**config.mk**
```make
export PLATFORM = sky130hd
export DESIGN_NAME = hazard_unit
export DESIGN_NICKNAME = d
export VERILOG_FILES = /design/src/rtl/hazard_unit.sv
export SDC_FILE = /design/constraint.sdc
export NUM_CORES = 1
export LEC_CHECK = 0
export BUFFER_PORTS_ARGS = -buffer_cell sky130_fd_sc_hd__buf_2
export CORE_MARGIN = 8
export CORE_UTILIZATION = 35
export CTS_BUF_LIST = sky130_fd_sc_hd__clkbuf_16
export DETAILED_ROUTE_END_ITERATION = 12
export GPL_ROUTABILITY_DRIVEN = 1
export SLEW_MARGIN = 10
export SYNTH_ARGS = -nofsm -noshare
export SYNTH_HDL_FRONTEND = slang
export SYNTH_SLANG_ARGS = --single-unit
```
**constraint.sdc**
```tcl
create_clock -name Clk -period 3.4 [get_ports Clk]
set_clock_uncertainty 0.05 [all_clocks]
set_input_delay 0.34 -clock Clk [delete_from_list [all_inputs] [get_ports Clk]]
set_output_delay 0.34 -clock Clk [all_outputs]
set_load 0.01 [all_outputs]
```
**src/rtl/hazard_unit.sv**
```systemverilog
// -----------------------------------------------------------------------------
// hazard_unit
//
// ID-stage hazard detection for the 5-stage MIPS pipeline. Detects load-use
// hazards and operand dependencies of branches/JR (which resolve in ID). It
// stalls the front end (PC and IF/ID frozen, bubble into the controller
// register) and squashes the fetched instruction on a taken branch once the
// branch operands are valid. A two-state FSM holds the second cycle of a
// branch-after-load stall. Saturating counters record stalled cycles and
// flushes.
//
// Ports
//   Clk             rising-edge clock
//   Rst             asynchronous active-low reset
//   IFID_Rs/Rt      source register fields of the ID instruction
//   ID_UsesRt       ID instruction reads rt
//   ID_IsBranch     ID instruction is a branch compared in ID (reads rs, rt)
//   ID_IsJR         ID instruction is jr (reads rs only)
//   BranchTaken     ID branch/jump resolves taken this cycle
//   IDEX_MemRead    EX-stage instruction is a load
//   IDEX_RegWrite   EX-stage instruction writes a register
//   IDEX_WriteReg   EX-stage destination register
//   EXMEM_MemRead   MEM-stage instruction is a load
//   EXMEM_WriteReg  MEM-stage destination register
//   StatClr         synchronous clear of both counters
//   Hazard          bubble request to the controller register
//   PCWrite         PC update enable
//   IFIDWrite       IF/ID register update enable
//   IFFlush         squash fetched instruction (also controller Branch input)
//   StallCycles     saturating count of stalled cycles
//   FlushCount      saturating count of flushes issued
// -----------------------------------------------------------------------------
module hazard_unit #(
  parameter int CNT_W = 32
) (
  input  logic             Clk,
  input  logic             Rst,
  input  logic [4:0]       IFID_Rs,
  input  logic [4:0]       IFID_Rt,
  input  logic             ID_UsesRt,
  input  logic             ID_IsBranch,
  input  logic             ID_IsJR,
  input  logic             BranchTaken,
  input  logic             IDEX_MemRead,
  input  logic             IDEX_RegWrite,
  input  logic [4:0]       IDEX_WriteReg,
  input  logic             EXMEM_MemRead,
  input  logic [4:0]       EXMEM_WriteReg,
  input  logic             StatClr,
  output logic             Hazard,
  output logic             PCWrite,
  output logic             IFIDWrite,
  output logic             IFFlush,
  output logic [CNT_W-1:0] StallCycles,
  output logic [CNT_W-1:0] FlushCount
);

  typedef enum logic {
    S_RUN   = 1'b0,
    S_STALL = 1'b1
  } state_e;

  state_e             state_q, state_d;
  logic [1:0]         left_q, left_d;
  logic [CNT_W-1:0]   stall_cnt_q, stall_cnt_d;
  logic [CNT_W-1:0]   flush_cnt_q, flush_cnt_d;

  // ---------------------------------------------------------------------------
  // Operand matches. Register 0 is hardwired to zero and never creates a
  // dependency, so every match is qualified with a non-zero source.
  // ---------------------------------------------------------------------------
  logic rs_nz, rt_nz;
  logic ex_rs, ex_rt, exl_rs, exl_rt, meml_rs, meml_rt;
  logic is_ctl, use_rt;
  logic exl_any, ex_any, meml_any;
  logic need_two, need_stall;

  assign rs_nz   = (IFID_Rs != 5'd0);
  assign rt_nz   = (IFID_Rt != 5'd0);

  assign ex_rs   = IDEX_RegWrite && (IDEX_WriteReg == IFID_Rs) && rs_nz;
  assign ex_rt   = IDEX_RegWrite && (IDEX_WriteReg == IFID_Rt) && rt_nz;
  assign exl_rs  = ex_rs && IDEX_MemRead;
  assign exl_rt  = ex_rt && IDEX_MemRead;
  assign meml_rs = EXMEM_MemRead && (EXMEM_WriteReg == IFID_Rs) && rs_nz;
  assign meml_rt = EXMEM_MemRead && (EXMEM_WriteReg == IFID_Rt) && rt_nz;

  // Branches always compare rs and rt; jr reads only rs; everything else
  // reads rt only when the decoder says so.
  assign is_ctl  = ID_IsBranch || ID_IsJR;
  assign use_rt  = ID_IsBranch ? 1'b1 : (ID_IsJR ? 1'b0 : ID_UsesRt);

  assign exl_any  = exl_rs  || (use_rt && exl_rt);
  assign ex_any   = ex_rs   || (use_rt && ex_rt);
  assign meml_any = meml_rs || (use_rt && meml_rt);

  // A branch behind a load needs the load data, which only exists after MEM:
  // two bubbles. Every other hazard is covered by one bubble.
  assign need_two   = is_ctl && exl_any;
  assign need_stall = exl_any || (is_ctl && (ex_any || meml_any));

  // ---------------------------------------------------------------------------
  // Stall FSM next-state and stall decision
  // ---------------------------------------------------------------------------
  logic stall_raw, stall;

  // NOTE: every signal written here gets a default first, so no path leaves
  // it unassigned and no latch is inferred.
  always_comb begin
    state_d   = state_q;
    left_d    = left_q;
    stall_raw = 1'b0;
    unique case (state_q)
      S_RUN: begin
        stall_raw = need_stall;
        if (need_two) begin
          state_d = S_STALL;
          left_d  = 2'd1;
        end
      end
      S_STALL: begin
        // Inputs are ignored here: the EX-stage load has moved on, but its
        // data is still not available to the branch compare.
        stall_raw = 1'b1;
        left_d    = left_q - 2'd1;
        if (left_q <= 2'd1) begin
          state_d = S_RUN;
        end
      end
    endcase
  end

  // Reset forces the front end to run freely, whatever the FSM holds.
  assign stall     = Rst && stall_raw;
  assign Hazard    = stall;
  assign PCWrite   = !stall;
  assign IFIDWrite = !stall;
  // The branch outcome is not trustworthy while its operands are stalled, so
  // the squash waits for the first non-stalled cycle.
  assign IFFlush   = Rst && !stall && BranchTaken;

  // ---------------------------------------------------------------------------
  // Saturating event counters; clear wins over an increment.
  // ---------------------------------------------------------------------------
  always_comb begin
    stall_cnt_d = stall_cnt_q;
    flush_cnt_d = flush_cnt_q;
    if (StatClr) begin
      stall_cnt_d = '0;
      flush_cnt_d = '0;
    end else begin
      if (stall && (stall_cnt_q != '1)) begin
        stall_cnt_d = stall_cnt_q + 1'b1;
      end
      if (IFFlush && (flush_cnt_q != '1)) begin
        flush_cnt_d = flush_cnt_q + 1'b1;
      end
    end
  end

  // NOTE: state registers use non-blocking assignments so every flop samples
  // the pre-edge values, independent of statement order.
  always_ff @(posedge Clk or negedge Rst) begin
    if (!Rst) begin
      state_q     <= S_RUN;
      left_q      <= 2'd0;
      stall_cnt_q <= '0;
      flush_cnt_q <= '0;
    end else begin
      state_q     <= state_d;
      left_q      <= left_d;
      stall_cnt_q <= stall_cnt_d;
      flush_cnt_q <= flush_cnt_d;
    end
  end

  assign StallCycles = stall_cnt_q;
  assign FlushCount  = flush_cnt_q;

endmodule

```
==> results of run 1 <==
## worst min-delay path by stage
| stage | start | to | slack (ns) | depth (start not counted) |
|---|---|---|---|---|
| after detailed placement | Rst | StallCycles[29] | 0.42 | 2 |
| after floorplan | Rst | FlushCount[0] | -0.006 | 0 |
| after CTS | Rst | StallCycles[29] | 0.06 | 2 |
| after global placement | Rst | StallCycles[29] | 0.42 | 2 |
| final | Rst | StallCycles[29] | 0.04 | 2 |
| after global routing | Rst | StallCycles[29] | 0.09 | 2 |
## cell usage after synthesis, types with 3 or more instances
master | number | area, um^2
o21a_1 | 3 | 22.5
nand3_1 | 28 | 140
and4_1 | 10 | 87.6
mux2_2 | 17 | 191
o21ai_0 | 24 | 120
inv_1 | 9 | 33.8
or3_1 | 23 | 144
nor2b_1 | 17 | 106
xnor2_1 | 11 | 96.3
clkbuf_1 | 22 | 82.6
or4_1 | 16 | 120
nor4_1 | 11 | 68.8
nand2_1 | 33 | 124
or2_2 | 4 | 25.0
o41ai_1 | 3 | 26.3
and2_1 | 4 | 25.0
nor2_1 | 31 | 116
a21oi_1 | 40 | 200
and3_1 | 21 | 131
xor2_1 | 9 | 78.8
dfrtp_1 | 67 | 1680
nor3_1 | 9 | 45.0
buf_2 | 7 | 35.0
ha_1 | 3 | 37.5
nand4_1 | 25 | 156
o31ai_1 | 15 | 113
## metrics by stage
| step | worst slack (ns) | instance area, um^2 | utilization [%] | hold WS, ns | instances |
|---|---|---|---|---|---|
| after global routing | 0.333 | 5120 | 43.0 | 0.0889 | 729 |
| after global placement | 0.440 | 4870 | 40.9 | 0.420 | 714 |
| after floorplan | 0.843 | 4230 | - | -0.00559 | 489 |
| after CTS | 0.582 | 5120 | 43.0 | 0.0601 | 729 |
| after detailed placement | 0.419 | 4870 | 40.9 | 0.421 | 714 |
| final | 0.590 | 5120 | 43.0 | 0.0410 | 729 |
## state kept, by name (all words and copies together), names as in the netlist
name,flops
left_q,2
state_q,1
FlushCount,32
StallCycles,32
## cell type report
| cell class | instances | area share, % |
|---|---|---|
| clock buffers | 9 | 4.40 |
| clock inverters | 6 | 0.513 |
| inverters | 11 | 0.806 |
| multi-input cells | 381 | 46.6 |
| flip-flops and latches | 67 | 32.7 |
| well taps | 147 | 3.59 |
| repair buffers | 108 | 11.4 |
## kinds of logic (layout without fill, tap and decap cells)
kind of cell | after synthesis | in the layout
compound gates | 98 | 98
xor+xnor | 20 | 20
fa+ha+maj | 3 | 3
buf+inv | 41 | 134
flops | 67 | 67
mux | 19 | 19
simple gates | 241 | 241
## power breakdown
| part | leakage, nW | switching, mW | internal [mW] |
|---|---|---|---|
| clock network | 0.135 | 0.333 | 0.477 |
| logic | 1.22 | 0.108 | 0.0589 |
| registers | 0.932 | 0.0106 | 0.812 |
## layer usage
layer  up-vias  wire length (um)
li1       2003                 -
met4         0               159
met3        14               820
met2       118              5800
met5         -                 0
met1      2001              5390
==> results.md, run 1 <==
- Most frequent cells in the layout: buf_2, dfrtp_1, a21oi_1
- Starting Density: 35.5%
- Dpl hpwl: 8.79 mm
- Initial antenna violation count: 0
- CP dominant cell by count: buf_2
- Worst reg2reg path depth: 7
- CP endpoint: IFFlush
- Avg Inst Size Synth: 8.65 um^2
- Clock-pin slew on the worst setup and hold paths: 0.06 ns
- Root Driver: clkbuf_16
- Met1 Resource Use GR: 19.6%
- Max rail drop VDD: 243 uV
- Die height: 126 um
- CTS Buffer Depth: 2
- Routed WL: 12.2 mm
- Yosys reg bits: 67
- Share of layout cells above drive strength 1: 25.4%
- Final hold vios: 0
- Reg-to-reg critical path startpoint: FlushCount[8]
- Sink Count: 67
- Post-route ant nets: 0
- Area grow syn2layout: 21.1%
- DR DRC count: 0
- Largest family of logic cells by synthesized area: simple AND/OR/NAND/NOR gates
- Synth cell types: 49
- Drt first pass iters: 5
- Crit end category: output pin
- Asr flop ratio synth: 100%
- Slowest CP cell: nor4_1
- HP Class: in -> async
- Fin crit period: 2.81 ns
- Die Area: 0.0159 mm^2
- GR Util met2: 24.3%
- Final setup fails: 0
- Mapped Area: 0.00423 mm^2
- R2R setup slack: 0.69 ns
- IO buf count: 97
- Routed via count: 4136
- Final TNS setup: 0 ns
- Hold Buf Count CTS: 0
- Buffer count from post-CTS setup fixing: 0
- Busiest grt layer: met2
- DIE WIDTH: 126 um
- Slew HR: 40.7%
- Ys Warns: 0
- Grt total ovfl: 0
- Synth Area in Simple Gates: 32.4%
- CORE AREA: 0.0119 mm^2
- TritonCTS clock tree: built
- First-iteration detailed-routing DRC count: 264
- Leak: 2.29 nW
- FILL cells: 1176
- CP startpoint: IDEX_WriteReg[0]
- Grt met3 use: 4.64%
- Vias/cell: 5.67
- Crit-path max FO: 43
- Predominant post-synthesis flop cell: dfrtp_1
- Clock Latency Late Sink: 0.33 ns
- Nets: 611
- Crit path launch type: primary input
- Delay-heaviest family, CP: buffers and inverters
- Syn Inst Count: 489
- Synth Net Count: 522
- Seq. cell area: 0.00168 mm^2
- Outcome: finished, final reports clean
- Critical Path AT: 2.42 ns
- Post-Synth XOR/XNOR Area: 4.14%
- Worst path depth: 9
- FMAX: 356 MHz
- CTS buffer count: 9
- Cell Chain, Critical Path: buf_2, xnor2_1, nand3_1, nor4_1, o221ai_1, nand2_1, buf_4, clkinv_1, buf_2
- Global-route wire length before repair: 20.3 mm
- Buf/Inv on CP: 4
- Num ports: 98
- H-tree levels: 3
- Final slew viol count: 0
- Crit path kind: in -> out
- Register area share after synthesis: 39.6%
- Post-synthesis compound-gate area fraction: 14.0%
- Post-CTS resize count: 0
- Final Cycle Share: 82.7%
- Row count: 40
- Multiplexer area fraction after synthesis: 5.03%
- Max cap viols: 0
- Pwr Density: 351 mW/mm^2
- WL/cell: 16.7 um
- Post-synth EDFFs: 0
- RSZ-0062 raised after global routing: no
- GR Util All Layers: 15.4%
- Number of global-route vias before repair: 4000
- Total power: 1.80 mW
- Adder-cell share of the synthesized area: 0.888%
- Antenna Cells: 0
- Commonest non-fill, non-tap cell in the layout: buf_2
- Worst-Margin Slew: 0.889 ns
- Worst Path Required: 3.01 ns
- Multi-input logic area: 0.00239 mm^2
- Largest net degree at the start of global routing: 49
- CP peak stage delay: 0.44 ns
- R2R Path End: FlushCount[11]
- GPL Wtd Cong: 0.880
Power figures use the tool's default switching activity.
==> run 2: changes to the inputs <==
clock period = 2.28 ns   (was 3.4 ns; I/O delays follow)
==> results.md, run 2 (synthesis gave the netlist of run 1 again) <==
- Sink Count: 67 (unchanged)
- First-iteration detailed-routing DRC count: 302 (+14%)
- Area grow syn2layout: 52.0%
- FMAX: 430 MHz
- Crit-path max FO: 5 (-88%)
- Largest net degree at the start of global routing: 40 (-18%)
- Slew HR: 59.6% (+19 points)
- Routed via count: 4539 (+9.7%)
- Crit path launch type: primary input
- Final TNS setup: -0.110 ns (-0.110 ns)
- Drt first pass iters: 5 (unchanged)
- Worst-Margin Slew: 0.606 ns (-0.284 ns)
- Pwr Density: 480 mW/mm^2 (+37%)
- Final Cycle Share: 102%
- Final setup fails: 8 (+8)
- Fin cells: 816 (+12%)
- CP dominant cell by count: buf_6
- Max cap viols: 0 (unchanged)
- Die height: 126 um (unchanged)
- CORE AREA: 0.0119 mm^2 (unchanged)
- Final hold vios: 0 (unchanged)
- Crit path kind: in -> out
- Vias/cell: 5.56 (-2.0%)
- Max rail drop VDD: 436 uV (+79%)
- Final instance area: 0.00643 mm^2 (+25%)
- Nets: 697 (+14%)
- Fin crit period: 2.33 ns
- Clock-pin slew on the worst setup and hold paths: 0.06 ns (about the same)
- DIE WIDTH: 126 um (unchanged)
- Dpl hpwl: 9.85 mm (+12%)
- Most frequent cells in the layout: buf_2, buf_4, dfrtp_1
- Final slew viol count: 0 (unchanged)
- Commonest non-fill, non-tap cell in the layout: buf_2
- Clock Latency Late Sink: 0.34 ns (about the same)
- WL/cell: 17.2 um (+2.8%)
- GR Util All Layers: 17.6% (+2.3 points)
- Worst Path Required: 2.00 ns (-1.01 ns)
- Antenna Cells: 0 (unchanged)
- Grt total ovfl: 0 (unchanged)
- H-tree levels: 3 (unchanged)
- RSZ-0062 raised after global routing: yes
- Buf/Inv on CP: 6 (+2)
- Root Driver: clkbuf_16
- Initial antenna violation count: 0 (unchanged)
- CTS buffer count: 9 (unchanged)
- Final hold slack: 0.239 ns (+0.198 ns)
- CTS Buffer Depth: 2 (unchanged)
- HP Class: in -> reg
- Delay-heaviest family, CP: buffers and inverters
- Number of global-route vias before repair: 4597 (+15%)
- DP Cell Count: 785 (+9.9%)
- Slowest CP cell: or4_4
- Placed Area: 0.00558 mm^2 (+15%)
- Routed WL: 14.0 mm (+15%)
- Outcome: complete, but fails checks
- Fin worst setup slack: -0.0462 ns (-0.636 ns)
- Pre-CTS setup slack: -0.295 ns (-0.714 ns)
- Failing checks: setup timing
- Post-route ant nets: 0 (unchanged)
- Leak: 2.88 nW (+26%)
- Row count: 40 (unchanged)
- CP peak stage delay: 0.53 ns (+0.09 ns)
- GPL Wtd Cong: 0.904 (+2.7%)
- Die Area: 0.0159 mm^2 (unchanged)
- Global-route wire length before repair: 23.1 mm (+14%)
- Starting Density: 35.5% (unchanged)
- Critical Path AT: 2.05 ns (-0.37 ns)
- Num ports: 98 (unchanged)
- Cell Chain, Critical Path: buf_6, or4_4, o22ai_4, buf_6, nor4_4, buf_4, o221a_4, o21ai_4, buf_6, inv_2, buf_6
- Crit end category: output pin
- DR DRC count: 0 (unchanged)
- IO buf count: 97 (unchanged)
- TritonCTS clock tree: built
- Share of layout cells above drive strength 1: 44.4% (+19 points)
## run 2: cell count changes in the layout (fill, tap and decap cells not counted), moves of 8 or more
cell,change
nor4_1,-9
buf_4,+66
buf_6,+13
a21oi_2,+9
nor4_4,+8
mux2_4,+8
a21oi_1,-9
## run 2: path summary, 6_finish.rpt
| kind | start | end | slack (ns) | depth (start not counted) |
|---|---|---|---|---|
| min in group asynchronous | Rst | StallCycles[15] | 0.34 | 3 |
| worst max-delay path | IFID_Rt[2] | Hazard | -0.05 | 11 |
| worst max register to register | FlushCount[11] | FlushCount[11] | 0.05 | 7 |
| worst min register to register | left_q[0] | left_q[0] | 0.45 | 1 |
| worst min-delay path | IDEX_RegWrite | state_q | 0.24 | 3 |
| max in group asynchronous | Rst | FlushCount[23] | 1.13 | 4 |
## run 2: worst min-delay path: stages
cell       delay, ns
buf_2           0.13
o2111ai_1       0.13
o22ai_1         0.09
## run 2: power breakdown
part           leakage [nW]  internal (mW)  switching, mW  total, mW
logic                  1.80          0.180          0.213      0.393
registers             0.929           1.21         0.0153       1.23
clock network         0.154          0.943          0.521       1.46
total                  2.88           2.33          0.750       3.08
## run 2: through the flow
stage / total power [mW] / utilization, %
floorplan: 1.40 / -
global placement: 1.55 / 46.9
detailed placement: 1.56 / 46.9
CTS: 3.08 / 52.0
global route: 3.21 / 53.9
finish: 3.08 / 53.9
## run 2: per-layer routing
metal	track usage [%]	wire, um	up-vias
li1	-	-	2179
met1	21.1	5800	2202
met2	30.4	7120	140
met3	4.81	877	18
met4	4.81	205	0
met5	0	0	-
## run 2: timing repair
action                     CTS  global route
hold endpoints to repair    37             0
setup endpoints to repair    7            51
cloned                       0             2
pin swaps                   27            15
buffers inserted             8             4
hold buffers                 1             0
resized for setup           44            46
## run 2: layout make-up
cell class                 count  area (um^2)
fill                        1102         5490
multi-input combinational    381         2790
sequential                    67         1680
timing repair buffer         194         1420
clock buffer                   9          225
tap                          147          184
clock inverter                 7         82.6
inverter                      11         46.3
==> run 3: changes to the inputs <==
ABC_AREA = 1   (was default)
==> results.md, run 3 <==
- Outcome: finished, final reports clean
- Leak: 3.09 nW (+7.3%)
- Max cap viols: 0 (unchanged)
- Final Cycle Share: 91.5% (-11 points)
- Mapped Area: 0.00499 mm^2 (+18%)
- Routed WL: 14.8 mm (+5.5%)
- Post-route ant nets: 0 (unchanged)
- Yosys reg bits: 67 (unchanged)
- Synth cell types: 29 (-41%)
- Share of layout cells above drive strength 1: 17.9% (-27 points)
- R2R Path End: FlushCount[10]
- WL/cell: 14.2 um (-17%)
- CTS buffer count: 9 (unchanged)
- Sw Share: 25.5% (+1.1 points)
- Fin crit period: 2.09 ns (-0.240 ns)
- Starting Density: 35.8% (+0.32 points)
- R2R setup slack: 0.19 ns (+0.14 ns)
- Routed via count: 5027 (+11%)
- HP Start: IDEX_MemRead
- Post-synth top area cell: dfrtp_1
- Largest net degree at the start of global routing: 78 (+95%)
- Synth Net Count: 781 (+50%)
- DR DRC count: 0 (unchanged)
- Hold Crit Depth: 5 (+2)
- Final hold vios: 0 (unchanged)
- Clk pwr share: 45.1% (-2.4 points)
- CTS Buffer Depth: 2 (unchanged)
- Pwr Density: 482 mW/mm^2 (+0.41%)
- Clock Latency Late Sink: 0.34 ns (about the same)
- Root Driver: clkbuf_16
- Die height: 135 um (+7.6%)
- Flop pwr share: 42.5% (+2.8 points)
- Crit-path max FO: 32 (+27)
- Area grow syn2layout: 21.2%
- GPL Wtd Cong: 0.962 (+6.5%)
- RSZ-0062 raised after global routing: no
- Crit path kind: reg -> reg
- Crit path launch type: flip-flop
- Predominant post-synthesis flop cell: dfrtp_1
- Initial antenna violation count: 1 (+1)
- Worst Path Required: 2.51 ns (+0.51 ns)
- Post-synth EDFFs: 0 (unchanged)
- Final TNS setup: 0 ns (+0.110 ns)
- Critical Path AT: 2.31 ns (+0.26 ns)
- TritonCTS clock tree: built
- First-iteration detailed-routing DRC count: 273 (-9.6%)
- Slew HR: 64.8% (+5.2 points)
- FMAX: 479 MHz (+12%)
- Net switching power: 742 uW (-1.0%)
- Row count: 43 (+7.5%)
- Num ports: 98 (unchanged)
- Top cell type's share of synthesized area: 33.6% (-6.1 points)
- Sink Count: 67 (unchanged)
- Crit end category: flip-flop
- Reg-to-reg critical path startpoint: FlushCount[1]
- H-tree levels: 3 (unchanged)
- CORE AREA: 0.0139 mm^2 (+17%)
- Grt total ovfl: 0 (unchanged)
- Syn Inst Count: 748 (+53%)
- Hold Buf Count CTS: 1 (unchanged)
- Nets: 884 (+27%)
- Worst reg2reg path depth: 11 (+4)
- GR Util All Layers: 16.4% (-1.2 points)
- Ys Warns: 0 (unchanged)
- Final slew viol count: 0 (unchanged)
- Avg Inst Size Synth: 6.67 um^2 (-23%)
- Global-route wire length before repair: 24.3 mm (+5.5%)
- Number of global-route vias before repair: 5008 (+8.9%)
- Max rail drop VDD: 307 uV (-29%)
- Combinational share of power: 12.4% (-0.3 points)
- Worst-Margin Slew: 0.523 ns (-0.0830 ns)
- Final hold slack: 0.280 ns (+0.0413 ns)
- Buffer count from post-CTS setup fixing: 0 (-8)
- Clock-pin slew on the worst setup and hold paths: 0.05 ns (about the same)
- Vias/cell: 4.85 (-13%)
- HP Class: in -> reg
- Most frequent cells in the layout: nand2_1, nand3_1, buf_2
- Synth top area cells: dfrtp_1, nand2_1, nand3_1
- DIE WIDTH: 135 um (+7.6%)
- Register area share after synthesis: 33.6% (-6.1 points)
- Dpl hpwl: 11.5 mm (+16%)
- Hold Path End: left_q[0]
- Post-CTS resize count: 0 (-100%)
- Asr flop ratio synth: 100% (unchanged)
- Most frequent cell after synthesis: nand2_1
- Final setup fails: 0 (-8)
- Die Area: 0.0183 mm^2 (+16%)
- Commonest non-fill, non-tap cell in the layout: nand2_1
- Pint: 2.17 mW (-6.9%)
- Drt first pass iters: 5 (unchanged)
- Top post-synthesis cells by count: nand2_1, nand3_1, nor2_1
- IO buf count: 97 (unchanged)
[run 3: changes by cell type after synthesis, sizes merged, moves of 20 or more]
cell   previous run  this run
nand2            33       220
nand3            28       108
inv               9        81
nor2             32        99
a21oi            40         0
xor2              9        40
o21ai            25         1
xnor2            11        35
nor3             10        33
or3              23         0
and3             21         1
[run 3: cell type report]
cell class,instances,area (um^2)
fillers,1511,7880
diodes,1,2.50
clock buffers,9,225
multi-input cells,570,2860
clock inverters,7,52.6
repair buffers,119,693
inverters,84,315
well taps,180,225
flip-flops and latches,67,1680
[run 3: power by group through the flow]
| stage | Clock [mW] | Sequential, mW | Combinational, mW |
|---|---|---|---|
| finish | 1.31 | 1.24 | 0.362 |
| global route | 1.41 | 1.24 | 0.408 |
| floorplan | 0 | 1.27 | 0.208 |
| detailed placement | 0 | 1.26 | 0.366 |
| CTS | 1.35 | 1.24 | 0.369 |
| global placement | 0 | 1.26 | 0.362 |
[run 3: critical path, cell delays in order, from the launching register on]
cell	delay [ns]
dfrtp_1	0.39
ha_1	0.23
nand2_2	0.09
nor2_4	0.15
nand3_2	0.12
nor2_2	0.17
and3_1	0.18
nand3b_1	0.12
nand4_2	0.14
buf_12	0.19
nand3_1	0.10
nand2_1	0.09
[run 3: metal layers]
layer | GRT usage, % | share of wire, %
met5 | 0 | 0
met4 | 5.24 | 2.2
met3 | 4.60 | 5.6
met2 | 28.6 | 50
met1 | 19.0 | 43
[run 3: worst max-delay path by stage]
stage,depth (start not counted),end,startpoint,slack (ns)
finish,11,FlushCount[10],FlushCount[1],0.19
global route,10,StallCycles[1],StallCycles[20],0.001
CTS,11,FlushCount[10],FlushCount[1],0.19
detailed placement,11,FlushCount[22],FlushCount[1],0.21
global placement,13,StallCycles[25],StallCycles[1],0.26
floorplan,11,FlushCount[13],FlushCount[0],0.38
[run 3: logic make-up (layout without fill, tap and decap cells)]
| logic type | Yosys count | count (layout) | synth area share [%] |
|---|---|---|---|
| AO/OA/AOI/OAI | 3 | 3 | 0.401 |
| XOR/XNOR | 75 | 75 | 13.2 |
| adder cells (fa/ha/maj) | 3 | 3 | 0.752 |
| buffers and inverters | 111 | 219 | 9.12 |
| flip-flops | 67 | 67 | 33.6 |
| other | 0 | 1 | 0 |
| AND/OR/NAND/NOR | 489 | 489 | 43.0 |
[run 3: per-stage QoR]
| step | instance area [um^2] | utilization [%] | total power, mW | setup WS [ns] | cells |
|---|---|---|---|---|---|
| 2_1_floorplan | 4990 | - | 1.47 | 0.384 | 748 |
| 3_3_place_gp | 5760 | 41.3 | 1.62 | 0.259 | 1019 |
| 3_5_place_dp | 5760 | 41.3 | 1.63 | 0.215 | 1019 |
| 4_1_cts | 6050 | 43.4 | 2.96 | 0.193 | 1036 |
| 5_1_grt | 6050 | 43.4 | 3.06 | 0.00119 | 1037 |
| 6_report | 6050 | 43.4 | 2.91 | 0.194 | 1037 |
